`src/rtl/switch_debounce.sv`:
```
// switch_debounce
// Synchronizes and debounces raw slide-switch levels ahead of the SoC GPIO
// input. Each channel has its own 2-flop synchronizer, a two-state
// STABLE/COUNTING FSM and a saturating hold counter. The FSM emits
// single-cycle rise/fall pulses when a new level has been held long enough.
//
// Optional feature macro: SWDEB_EVT_IRQ_EN
//   defined   - sticky per-bit evt_pending (write-1-to-clear via evt_ack, set
//               wins over ack) and a registered irq = |evt_pending
//   undefined - evt_pending and irq are constant 0, evt_ack is ignored, and
//               no flops are built for that logic
module switch_debounce #(
    parameter int WIDTH           = 8,
    parameter int DEBOUNCE_CYCLES = 1000000,
    parameter int CNT_W           = 20
) (
    input  logic             clk,
    input  logic             RSTn,
    input  logic [WIDTH-1:0] sw_in,
    output logic [WIDTH-1:0] sw_stable,
    output logic [WIDTH-1:0] sw_rise,
    output logic [WIDTH-1:0] sw_fall,
    input  logic [WIDTH-1:0] evt_ack,
    output logic [WIDTH-1:0] evt_pending,
    output logic             irq
);

    typedef enum logic {
        ST_STABLE   = 1'b0,
        ST_COUNTING = 1'b1
    } state_e;

    // Count value at which a held mismatch is accepted as the new level.
    localparam logic [CNT_W-1:0] CNT_LAST = CNT_W'(DEBOUNCE_CYCLES - 1);
    localparam logic [CNT_W-1:0] CNT_ONE  = CNT_W'(1);

    // Counter increment that pins at the accept value so it can never wrap.
    function automatic logic [CNT_W-1:0] cnt_sat_inc(input logic [CNT_W-1:0] c);
        return (c >= CNT_LAST) ? CNT_LAST : (c + CNT_ONE);
    endfunction

    logic [WIDTH-1:0] sync1_q;
    logic [WIDTH-1:0] sync2_q;

    state_e           state_q [WIDTH];
    state_e           state_d [WIDTH];
    logic [CNT_W-1:0] cnt_q   [WIDTH];
    logic [CNT_W-1:0] cnt_d   [WIDTH];

    logic [WIDTH-1:0] stable_q, stable_d;
    logic [WIDTH-1:0] rise_q,   rise_d;
    logic [WIDTH-1:0] fall_q,   fall_d;

    // Two-flop synchronizer bringing the asynchronous switch pins into clk.
    always_ff @(posedge clk or negedge RSTn) begin
        if (!RSTn) begin
            sync1_q <= '0;
            sync2_q <= '0;
        end else begin
            sync1_q <= sw_in;
            sync2_q <= sync1_q;
        end
    end

    // Per-channel debounce FSM: next state, counter, accepted level and pulses.
    always_comb begin
        for (int i = 0; i < WIDTH; i++) begin
            state_d[i] = state_q[i];
            cnt_d[i]   = cnt_q[i];
        end
        stable_d = stable_q;
        rise_d   = '0;
        fall_d   = '0;

        for (int i = 0; i < WIDTH; i++) begin
            case (state_q[i])
                ST_STABLE: begin
                    if (sync2_q[i] != stable_q[i]) begin
                        if (DEBOUNCE_CYCLES == 1) begin
                            // A one-cycle hold is satisfied by the first mismatch.
                            stable_d[i] = sync2_q[i];
                            rise_d[i]   = sync2_q[i];
                            fall_d[i]   = ~sync2_q[i];
                            cnt_d[i]    = '0;
                        end else begin
                            state_d[i] = ST_COUNTING;
                            cnt_d[i]   = CNT_ONE;
                        end
                    end
                end
                ST_COUNTING: begin
                    if (sync2_q[i] == stable_q[i]) begin
                        // Input bounced back before the hold time: forget it.
                        state_d[i] = ST_STABLE;
                        cnt_d[i]   = '0;
                    end else if (cnt_q[i] == CNT_LAST) begin
                        stable_d[i] = sync2_q[i];
                        rise_d[i]   = sync2_q[i];
                        fall_d[i]   = ~sync2_q[i];
                        state_d[i]  = ST_STABLE;
                        cnt_d[i]    = '0;
                    end else begin
                        cnt_d[i] = cnt_sat_inc(cnt_q[i]);
                    end
                end
            endcase
        end
    end

    // State, counters, accepted level and edge pulses; reset discards any count.
    always_ff @(posedge clk or negedge RSTn) begin
        if (!RSTn) begin
            for (int i = 0; i < WIDTH; i++) begin
                state_q[i] <= ST_STABLE;
                cnt_q[i]   <= '0;
            end
            stable_q <= '0;
            rise_q   <= '0;
            fall_q   <= '0;
        end else begin
            for (int i = 0; i < WIDTH; i++) begin
                state_q[i] <= state_d[i];
                cnt_q[i]   <= cnt_d[i];
            end
            stable_q <= stable_d;
            rise_q   <= rise_d;
            fall_q   <= fall_d;
        end
    end

    assign sw_stable = stable_q;
    assign sw_rise   = rise_q;
    assign sw_fall   = fall_q;

`ifdef SWDEB_EVT_IRQ_EN
    logic [WIDTH-1:0] pend_q, pend_d;
    logic             irq_q;

    // Sticky change flags: ack clears, a new edge pulse sets and wins a tie.
    always_comb begin
        pend_d = (pend_q & ~evt_ack) | rise_q | fall_q;
    end

    // Pending register and the interrupt, which lags pending by one cycle.
    always_ff @(posedge clk or negedge RSTn) begin
        if (!RSTn) begin
            pend_q <= '0;
            irq_q  <= 1'b0;
        end else begin
            pend_q <= pend_d;
            irq_q  <= |pend_q;
        end
    end

    assign evt_pending = pend_q;
    assign irq         = irq_q;
`else
    // Acknowledge has nothing to act on when the event logic is not built.
    logic [WIDTH-1:0] unused_evt_ack;
    assign unused_evt_ack = evt_ack;
    assign evt_pending    = '0;
    assign irq            = 1'b0;
`endif

endmodule

```
`config.mk`:
```
export PLATFORM = sky130hd
export DESIGN_NAME = switch_debounce
export DESIGN_NICKNAME = d
export VERILOG_FILES = /design/src/rtl/switch_debounce.sv
export SDC_FILE = /design/constraint.sdc
export NUM_CORES = 1
export LEC_CHECK = 0
export ABC_CLOCK_PERIOD_IN_PS = 2550
export CAP_MARGIN = 0
export CORE_ASPECT_RATIO = 1.2
export CORE_MARGIN = 1
export CORE_UTILIZATION = 61
export DETAILED_ROUTE_END_ITERATION = 16
export PLACE_DENSITY = 0.8
export SYNTH_ARGS = -nofsm -noshare
export SYNTH_HDL_FRONTEND = slang
export SYNTH_SLANG_ARGS = --single-unit
```
`constraint.sdc`:
```
create_clock -name clk -period 2.55 [get_ports clk]
set_clock_uncertainty 0.05 [all_clocks]
set_input_delay 0.51 -clock clk [delete_from_list [all_inputs] [get_ports clk]]
set_output_delay 0.51 -clock clk [all_outputs]
set_load 0.03 [all_outputs]
```
==> flow_metrics.tcl, run 1 <==
set metrics [dict create \
    num-nets-final 1377 \
    die-area_mm2 0.01976 \
    cp-start-kind "register" \
    cp_common_cell "and3_1" \
    startpoint "cnt_q[80]" \
    maxCapViolations 0 \
    route.vias.total 10480 \
    post_synth_most_frequent_cells "dfrtp_1 (208), o21ai_0 (116), nand2_1 (104), nand3_1 (87), a31oi_1 (72)" \
    max_clock_freq_mhz 419.2 \
    slew_headroom_pct 37.80 \
    postCtsSetupRepairBufs 0 \
    seq_area_frac_synth_pct 44.44 \
    drt-initial-drc-count 726 \
    worst_setup_hold_path_clk_slew_ps 60 \
    actual_slew_at_the_worst_max_slew_pin_ps 933.1 \
    num_antenna_cells 0 \
    placer_congestion_estimate 0.9143 \
    regToRegSetupSlack_ps 160 \
    die_w_um 128.5 \
    detail_route.drc_violations 0 \
    synth-seq-cells 208 \
    first_pass_grt_wire_length_um 45100 \
    critPathArrivalTime_ps 2730 \
    synth_async_sr_flop_share_pct 100.0 \
    critical-path-slowest-cell "o41a_1" \
    fin_worst_hold_slack_ps 299.7 \
    seqPwrFrac_pct 47.7 \
    critPathRequiredTime_ps 2890 \
    final_period_util_pct 93.55 \
    p_int_uw 5495 \
    top_reg_cell_synth "dfrtp_1" \
    criticalPathCategory "reg2reg" \
    synth.avg_cell_area_um2 8.960 \
    wirelength_um 25970 \
    crit_buf_inv 0 \
    tns_ps 0 \
    area_of_the_core_region_mm2 0.01886 \
    floorplan.initialDensity_pct 62.11 \
    clock_h_tree_levels 1 \
    synth_edf_count 0 \
    layout.filler_cells 1485 \
    antenna_left 0 \
    post-place-ws_ps 172.3 \
    post_synth_instance_area_mm2 0.01171 \
    numClockSinks 208 \
    synth_cell_type_count 67 \
    viasPerCell 6.466 \
    p_leak_uw 0.005542 \
    p_sw_uw 1660 \
    yosysWarningCount 0 \
    yosysTopAreaCellShare_pct 44.44 \
    power_density_over_the_cells_mw_per_mm2 541.0 \
    hold_viol_final 0 \
    hold_path.class "reg2reg" \
    clockPowerShare_pct 46.5 \
    setup_slack_after_layout_ps 164.6 \
    grt_start_max_net_pins 64 \
    worst_path_dominant_cell_family "compound AO/OA/AOI/OAI gates" \
    port_buffers 33 \
    r2r-end "cnt_q[94]" \
    groute.usage.overall_pct 27.20 \
    cells_after_synth 1307 \
    cts_repair_resize_count 0 \
    hpwl_um 17290 \
    endpoint_kind "register" \
    finalCriticalPeriod_ps 2385 \
    tritoncts.num_buffers 22 \
    combPwrFrac_pct 5.9 \
    cts_tree "yes" \
    area.growth.synth_to_final_pct 12.93 \
    pin_count 51 \
    synth_top_cell_by_area "dfrtp_1" \
    wire_per_inst_um 16.02 \
    synth.area.top_cells "dfrtp_1 (44%), o21ai_0 (5.0%), a31oi_1 (3.8%)" \
    clock_tree.buffer_depth 3 \
    holdPathStages 0 \
    setup_viol_count_final 0 \
    r2r_depth 6 \
    placementRows 55 \
    swShare_pct 23.20 \
    grt_pass1_vias 9923 \
    crit_path_max_incr_delay_ps 690 \
    die-height_um 153.8 \
    clock_tree.root_cell "clkbuf_16" \
    final_max_slew_viol_count 0 \
    worstSkewPairLatency_ps 510 \
    critPathCapture "cnt_q[94]" \
    rsz0062_at_grt "false" \
    timing.critical_path.cells "ha_1, and3_1, nand3_1, o41a_1, and3_1, a221o_1" \
    max-vdd-ir-drop_mv 0.4958 \
    synth.most_common_cell "dfrtp_1" \
    drt-pass1-iter-count 5 \
    r2r_start "cnt_q[80]" \
    critical_path_peak_fanout 18 \
    antenna_found_initial 0 \
    globalRoute.totalOverflow 0 \
    drive_gt1_share_pct 7.985 \
    run_status "finished, final reports clean" \
    worst-path-stages 6 \
]
kinds of logic (layout without fill, tap and decap cells):
logic type / count (synthesis) / count (layout) / synth area share, %
AOI/OAI and AO/OA: 409 / 409 / 23.22
DFF: 208 / 208 / 44.44
other: 1 / 9 / 0.03202
and+or+nand+nor: 542 / 542 / 25.29
buffers and inverters: 118 / 168 / 4.380
xor gates and xnor gates: 9 / 9 / 0.6731
muxes: 12 / 12 / 1.111
adders and majority gates: 8 / 8 / 0.8547
power by group through the flow:
stage                     combinational, µW  clock (µW)  sequential, µW
after detailed placement                419           0            3470
after global placement                  407           0            3470
after CTS                               426        3400            3410
after global routing                    479        3520            3420
final                                   420        3320            3410
after floorplan                         272           0            3460
state kept, by name (all words and copies together) (netlist names):
name and flops:
sync1_q 8, sw_rise 8, state_q 8, sw_stable 8, sync2_q 8, cnt_q 160
sw_fall 8
layout by cell type (no fill, tap or decap), types with 33 or more instances in the layout:
master   synthesis  final
a21oi_1         59     59
a22o_1          33     33
a31oi_1         72     72
and3_1          48     48
buf_4           11     49
dfrtp_1        208    208
inv_1           45     45
nand2_1        104    104
nand3_1         87     87
nand4_1         46     46
nor2_1          51     51
nor3_1          49     49
o21ai_0        116    116
final cells by class:
type / count / area [µm²] / share of cell area (%)
clock buffer: 27 / 610.6 / 4.617
inverter: 45 / 168.9 / 1.277
sequential: 208 / 5205 / 39.36
tap: 256 / 320.3 / 2.422
timing repair buffer: 85 / 753.2 / 5.695
clock inverter: 11 / 138.9 / 1.050
multi-input combinational: 989 / 6028 / 45.58
timing repair:
| item | 4_1_cts | 5_1_grt |
|---|---|---|
| setup endpoints to repair | 0 | 0 |
| hold endpoints to repair | 59 | 0 |
| hold buffers | 1 | 0 |
per-stage QoR:
stage                     cell area (µm²)  total power, µW  util [%]  std cells
after floorplan                     11740             3727         -       1315
after global placement              12470             3873     66.11       1582
after detailed placement            12470             3890     66.11       1582
after CTS                           13230             7237     70.14       1621
after global routing                13230             7415     70.14       1621
final                               13230             7155     70.14       1621
per-layer routing:
| layer | vias to the layer above | wire [µm] | share of wire (%) | global-route usage (%) |
|---|---|---|---|---|
| met3 | 38 | 1221 | 4.7 | 3.375 |
| met5 | - | 0 | 0 | 0 |
| met2 | 258 | 13110 | 50 | 47.41 |
| li1 | 5094 | - | - | - |
| met4 | 0 | 422 | 1.6 | 8.235 |
| met1 | 5092 | 11220 | 43 | 35.24 |
worst min path at each step:
stage | startpoint | to | slack [ps]
after floorplan | RSTn | cnt_q[0] | 160
after global placement | sync1_q[6] | sync2_q[6] | 280
after detailed placement | sync1_q[6] | sync2_q[6] | 290
after CTS | sync1_q[6] | sync2_q[6] | 300
after global routing | sync1_q[3] | sync2_q[3] | 310
final | sync1_q[6] | sync2_q[6] | 300
Power figures use the tool's default switching activity.
==> run 2: changes to the inputs <==
ABC_CLOCK_PERIOD_IN_PS = 2400   (was 2550)
clock period = 2.4 ns   (was 2.55 ns; I/O delays follow)
==> flow_metrics.tcl, run 2 (synthesis results as in run 1) <==
set metrics [dict create \
    wirelength_um 26560 \
    endpoint_kind "register" \
    hold_path.class "reg2reg" \
    drt-pass1-iter-count 7 \
    area.growth.synth_to_final_pct 14.66 \
    final-seq-area_mm2 0.005205 \
    cp-start-kind "register" \
    antenna_left 0 \
    setup_viol_count_final 0 \
    hpwl_um 17550 \
    num_antenna_cells 0 \
    critPathArrivalTime_ps 2650 \
    max_clock_freq_mhz 439.5 \
    grt_pass1_vias 9993 \
    final_max_slew_viol_count 0 \
    wire_per_inst_um 16.15 \
    die_w_um 128.5 \
    worstSkewPairLatency_ps 500 \
    critical_path_peak_fanout 14 \
    finalCriticalPeriod_ps 2276 \
    port_buffers 33 \
    worst_setup_hold_path_clk_slew_ps 60 \
    antenna_found_initial 0 \
    maxCapViolations 0 \
    layout.filler_cells 1441 \
    drt-initial-drc-count 693 \
    multi_input_comb_area_mm2 0.006043 \
    critPathCapture "cnt_q[113]" \
    rsz0062_at_grt "false" \
    area_of_the_core_region_mm2 0.01886 \
    numClockSinks 208 \
    top_signal_layer_used "met4" \
    pin_count 51 \
    largest_register_ff_count 160 \
    drt-met1-wl_um 11720 \
    timing.critical_path.cells "ha_1, and3_1, nand3_1, o31a_1, buf_4, nand3b_1, a31oi_1" \
    clock_tree.root_cell "clkbuf_16" \
    tritoncts.num_buffers 22 \
    r2r-end "cnt_q[113]" \
    max-vdd-ir-drop_mv 0.5915 \
    clock_h_tree_levels 1 \
    power_density_over_the_cells_mw_per_mm2 567.7 \
    clock_tree.buffer_depth 3 \
    grt_start_max_net_pins 59 \
    first_pass_grt_wire_length_um 45170 \
    run_status "finished, final reports clean" \
    final_period_util_pct 94.81 \
    met3RoutedLength_um 1156 \
    detail_route.drc_violations 0 \
    crit_buf_inv 1 \
    regMostFlops "cnt_q" \
    crit_path_max_incr_delay_ps 480 \
    globalRoute.totalOverflow 0 \
    p_leak_uw 0.005669 \
    die-area_mm2 0.01976 \
    r2r_start "cnt_q[100]" \
    commonest_cells_after_routing_fill_and_taps_aside "dfrtp_1 (208), o21ai_0 (116), nand2_1 (104)" \
    criticalPathCategory "reg2reg" \
    route.vias.total 10580 \
    floorplan.initialDensity_pct 62.11 \
    critical-path-slowest-cell "o31a_1" \
    hold_viol_final 0 \
    actual_slew_at_the_worst_max_slew_pin_ps 772.2 \
    layout.cells.most_common "dfrtp_1" \
    startpoint "cnt_q[100]" \
    critPathRequiredTime_ps 2770 \
    worst-path-stages 7 \
    viasPerCell 6.434 \
    groute.usage.overall_pct 27.13 \
    slew_headroom_pct 48.33 \
    drive_gt1_share_pct 9.575 \
    placer_congestion_estimate 0.8981 \
    die-height_um 153.8 \
    wl_met2_um 13150 \
    r2r_depth 7 \
    regToRegSetupSlack_ps 120 \
    cts_tree "yes" \
    fin_worst_hold_slack_ps 296.4 \
    placementRows 55 \
    num-nets-final 1400 \
    tns_ps 0 \
    worst_path_dominant_cell_family "compound AO/OA/AOI/OAI gates" \
]
run 2: what timing repair did:
item                       CTS  global route
buffers inserted             0             1
hold buffers                 1             0
hold endpoints to repair    50             0
setup endpoints to repair    0            20
resized for setup            0             4
run 2: where the power goes:
part | total, µW | internal, µW | switching, µW
Combinational | 457 | 158 | 300
Clock | 3540 | 2170 | 1380
Sequential | 3620 | 3560 | 61.8
run 2: layer usage:
layer | GRT usage [%] | up-vias
met4 | 9.188 | 0
met1 | 35.77 | 5159
met3 | 3.201 | 50
met5 | 0 | -
met2 | 46.23 | 249
li1 | - | 5126
run 2: cell type report:
type | count | share of cell area, %
clock buffers | 32 | 4.761
well taps | 256 | 2.385
inverters | 45 | 1.258
clock inverters | 7 | 0.8386
repair buffers | 108 | 6.988
multi-input cells | 989 | 45.01
flip-flops and latches | 208 | 38.76
run 2: metrics by stage:
stage / total power (µW) / instance area [µm²] / worst slack [ps] / util [%] / cells
floorplan: 3960 / 11740 / 288.9 / - / 1315
global route: 7895 / 13430 / 0.1399 / 71.21 / 1645
global placement: 4121 / 12640 / 148.9 / 67.05 / 1604
finish: 7623 / 13430 / 124.4 / 71.21 / 1645
CTS: 7685 / 13410 / 53.34 / 71.09 / 1644
detailed placement: 4140 / 12640 / 85.69 / 67.05 / 1604
run 2: worst min-delay path by stage:
stage | to | slack (ps) | cells past startpoint | start
4_1_cts | sync2_q[0] | 300 | 0 | sync1_q[0]
6_report | sync2_q[4] | 300 | 0 | sync1_q[4]
3_5_place_dp | sync2_q[3] | 290 | 0 | sync1_q[3]
3_3_place_gp | sync2_q[6] | 280 | 0 | sync1_q[6]
5_1_grt | sync2_q[0] | 300 | 0 | sync1_q[0]
2_1_floorplan | cnt_q[0] | 130 | 0 | RSTn
==> run 3: changes to the inputs <==
ABC_AREA = 1   (was default)
CAP_MARGIN = default   (was 0)
CORE_UTILIZATION = 60   (was 61)
PLACE_DENSITY = 0.79   (was 0.8)
==> flow_metrics.tcl, run 3 <==
set metrics [dict create \
    placementRows 58 \
    grt_start_max_net_pins 53 \
    pin_count 51 \
    rsz0062_at_grt "false" \
    route.vias.total 11360 \
    cts_tree "yes" \
    setup_slack_after_layout_ps 226.6 \
    cp-start-kind "register" \
    wire_per_inst_um 12.80 \
    post-place-ws_ps 417.2 \
    synth.most_common_cell "nand2_1" \
    endpoint_kind "output pin" \
    drive_gt1_share_pct 6.806 \
    num_antenna_cells 0 \
    run_status "finished, final reports clean" \
    clock_tree.buffer_depth 3 \
    critical_path_peak_fanout 4 \
    cts_repair_resize_count 0 \
    top_reg_cell_synth "dfrtp_1" \
    timing.critical_path.cells "clkdlybuf4s50_1" \
    hpwl_um 20220 \
    hold_viol_final 0 \
    tns_ps 0 \
    worst_path_dominant_cell_family "buffers and inverters" \
    globalRoute.totalOverflow 0 \
    worst-path-stages 1 \
    crit_path_max_incr_delay_ps 720 \
    power_density_over_the_cells_mw_per_mm2 530.8 \
    clock_tree.root_cell "clkbuf_16" \
    actual_slew_at_the_worst_max_slew_pin_ps 770.4 \
    final_period_util_pct 90.56 \
    hold_path.class "reg2reg" \
    die-area_mm2 0.02188 \
    die_w_um 135.2 \
    clock_h_tree_levels 1 \
    p_leak_uw 0.006996 \
    synth.area.top_cells "dfrtp_1 (41%), nand2_1 (21%), nor2_1 (8.0%)" \
    r2r_depth 7 \
    drt-pass1-iter-count 5 \
    wirelength_um 27910 \
    synth-seq-cells 208 \
    layout.filler_cells 1914 \
    regMostFlops "cnt_q" \
    first_pass_grt_wire_length_um 48780 \
    post_synth_most_frequent_cells "nand2_1 (708), nor2_1 (273), dfrtp_1 (208), inv_1 (150), nand3_1 (78)" \
    final_max_slew_viol_count 0 \
    max-vdd-ir-drop_mv 0.5507 \
    slew_headroom_pct 48.58 \
    antenna_left 0 \
    tritoncts.num_buffers 24 \
    synth_edf_count 0 \
    setup_viol_count_final 0 \
    drt-initial-drc-count 653 \
    synth_cell_type_count 37 \
    groute.usage.overall_pct 26.61 \
    synth_async_sr_flop_share_pct 100.0 \
    grt_pass1_vias 10930 \
    critical-path-slowest-cell "clkdlybuf4s50_1" \
    detail_route.drc_violations 0 \
    criticalPathCategory "reg2out" \
    yosysWarningCount 0 \
    worst_setup_hold_path_clk_slew_ps 60 \
    seq_area_frac_synth_pct 40.74 \
    critPathArrivalTime_ps 1640 \
    area_of_the_core_region_mm2 0.02090 \
    holdPathStages 0 \
    synth_top_cell_by_area "dfrtp_1" \
    finalCriticalPeriod_ps 2173 \
    crit_buf_inv 1 \
    worstSkewPairLatency_ps 510 \
    cells_after_synth 1848 \
    viasPerCell 5.211 \
    yosysTopAreaCellShare_pct 40.74 \
    area.growth.synth_to_final_pct 11.01 \
    num-nets-final 1922 \
    commonest_cells_after_routing_fill_and_taps_aside "nand2_1 (708), nor2_1 (273), dfrtp_1 (208)" \
    port_buffers 33 \
    layout.cells.most_common "nand2_1" \
    largest_register_ff_count 160 \
    synth.avg_cell_area_um2 6.913 \
    die-height_um 161.9 \
    antenna_found_initial 0 \
    placer_congestion_estimate 0.9438 \
    max_clock_freq_mhz 460.1 \
    numClockSinks 208 \
    floorplan.initialDensity_pct 61.13 \
    maxCapViolations 0 \
    critPathRequiredTime_ps 1870 \
    post_synth_instance_area_mm2 0.01278 \
]
run 3: cell types whose count changed in the layout (fill, tap and decap cells not counted), moves of 31 or more:
cell     delta
nand2_1   +604
nor2_1    +222
inv_1     +105
a31oi_1    -72
o21ai_1    +69
buf_4      -62
xor2_1     +60
o21ai_0    -58
a21oi_1    -52
and3_1     -47
nor3_1     -39
a22o_1     -33
xnor2_1    +31
run 3: layout make-up:
class | count | area [µm²] | area share, %
well taps | 270 | 337.8 | 2.382
clock buffers | 35 | 703.2 | 4.958
clock inverters | 5 | 53.80 | 0.3794
flip-flops and latches | 208 | 5205 | 36.70
multi-input cells | 1448 | 6779 | 47.80
inverters | 168 | 630.6 | 4.446
repair buffers | 46 | 473.0 | 3.335
run 3: path summary, 6_finish.rpt:
kind                                   start           end  slack, ps
worst min register to register    sync1_q[0]    sync2_q[0]        300
max in group asynchronous               RSTn     cnt_q[40]       1150
worst max-delay path            sw_stable[1]  sw_stable[1]        230
min in group asynchronous               RSTn     cnt_q[20]        430
worst max register to register     cnt_q[40]     cnt_q[56]        420
worst min-delay path              sync1_q[0]    sync2_q[0]        300
run 3: through the flow:
step / power [µW] / util, % / instances / hold slack (ps) / area, µm²
finish: 7527 / 67.86 / 2180 / 299.2 / 14180
global route: 7812 / 67.86 / 2180 / 304.8 / 14180
detailed placement: 4078 / 64.19 / 2139 / 286.4 / 13420
global placement: 4062 / 64.19 / 2139 / 282.8 / 13420
floorplan: 3910 / - / 1856 / 134.4 / 12810
CTS: 7629 / 67.86 / 2180 / 301.7 / 14180
run 3: logic make-up after synthesis:
family | Yosys count | share of synthesized area [%]
xor gates and xnor gates | 100 | 6.855
other | 1 | 0.02935
buffers and inverters | 200 | 6.434
adders and majority gates | 8 | 0.7835
DFF | 208 | 40.74
and+or+nand+nor | 1172 | 38.31
AOI/OAI and AO/OA | 159 | 6.846
run 3: power by group:
part / internal [µW] / leakage [µW] / total [µW] / switching [µW]
sequential: 3570 / 0.00283 / 3630 / 67.9
clock: 2120 / 0.000374 / 3510 / 1390
combinational: 110 / 0.00379 / 379 / 269
run 3: routing by layer:
| layer | track usage (%) | routed length (µm) | share of wire [%] | vias to the layer above |
|---|---|---|---|---|
| li1 | - | - | - | 5854 |
| met1 | 34.26 | 12590 | 45 | 5261 |
| met2 | 47.41 | 13880 | 50 | 209 |
| met3 | 3.215 | 1024 | 3.7 | 36 |
| met4 | 6.180 | 415 | 1.5 | 0 |
| met5 | 0 | 0 | 0 | - |
run 3: timing repair:
item / 4_1_cts / 5_1_grt
setup buffers: 0 / 0
hold endpoints to repair: 47 / 0
hold buffers: 1 / 0
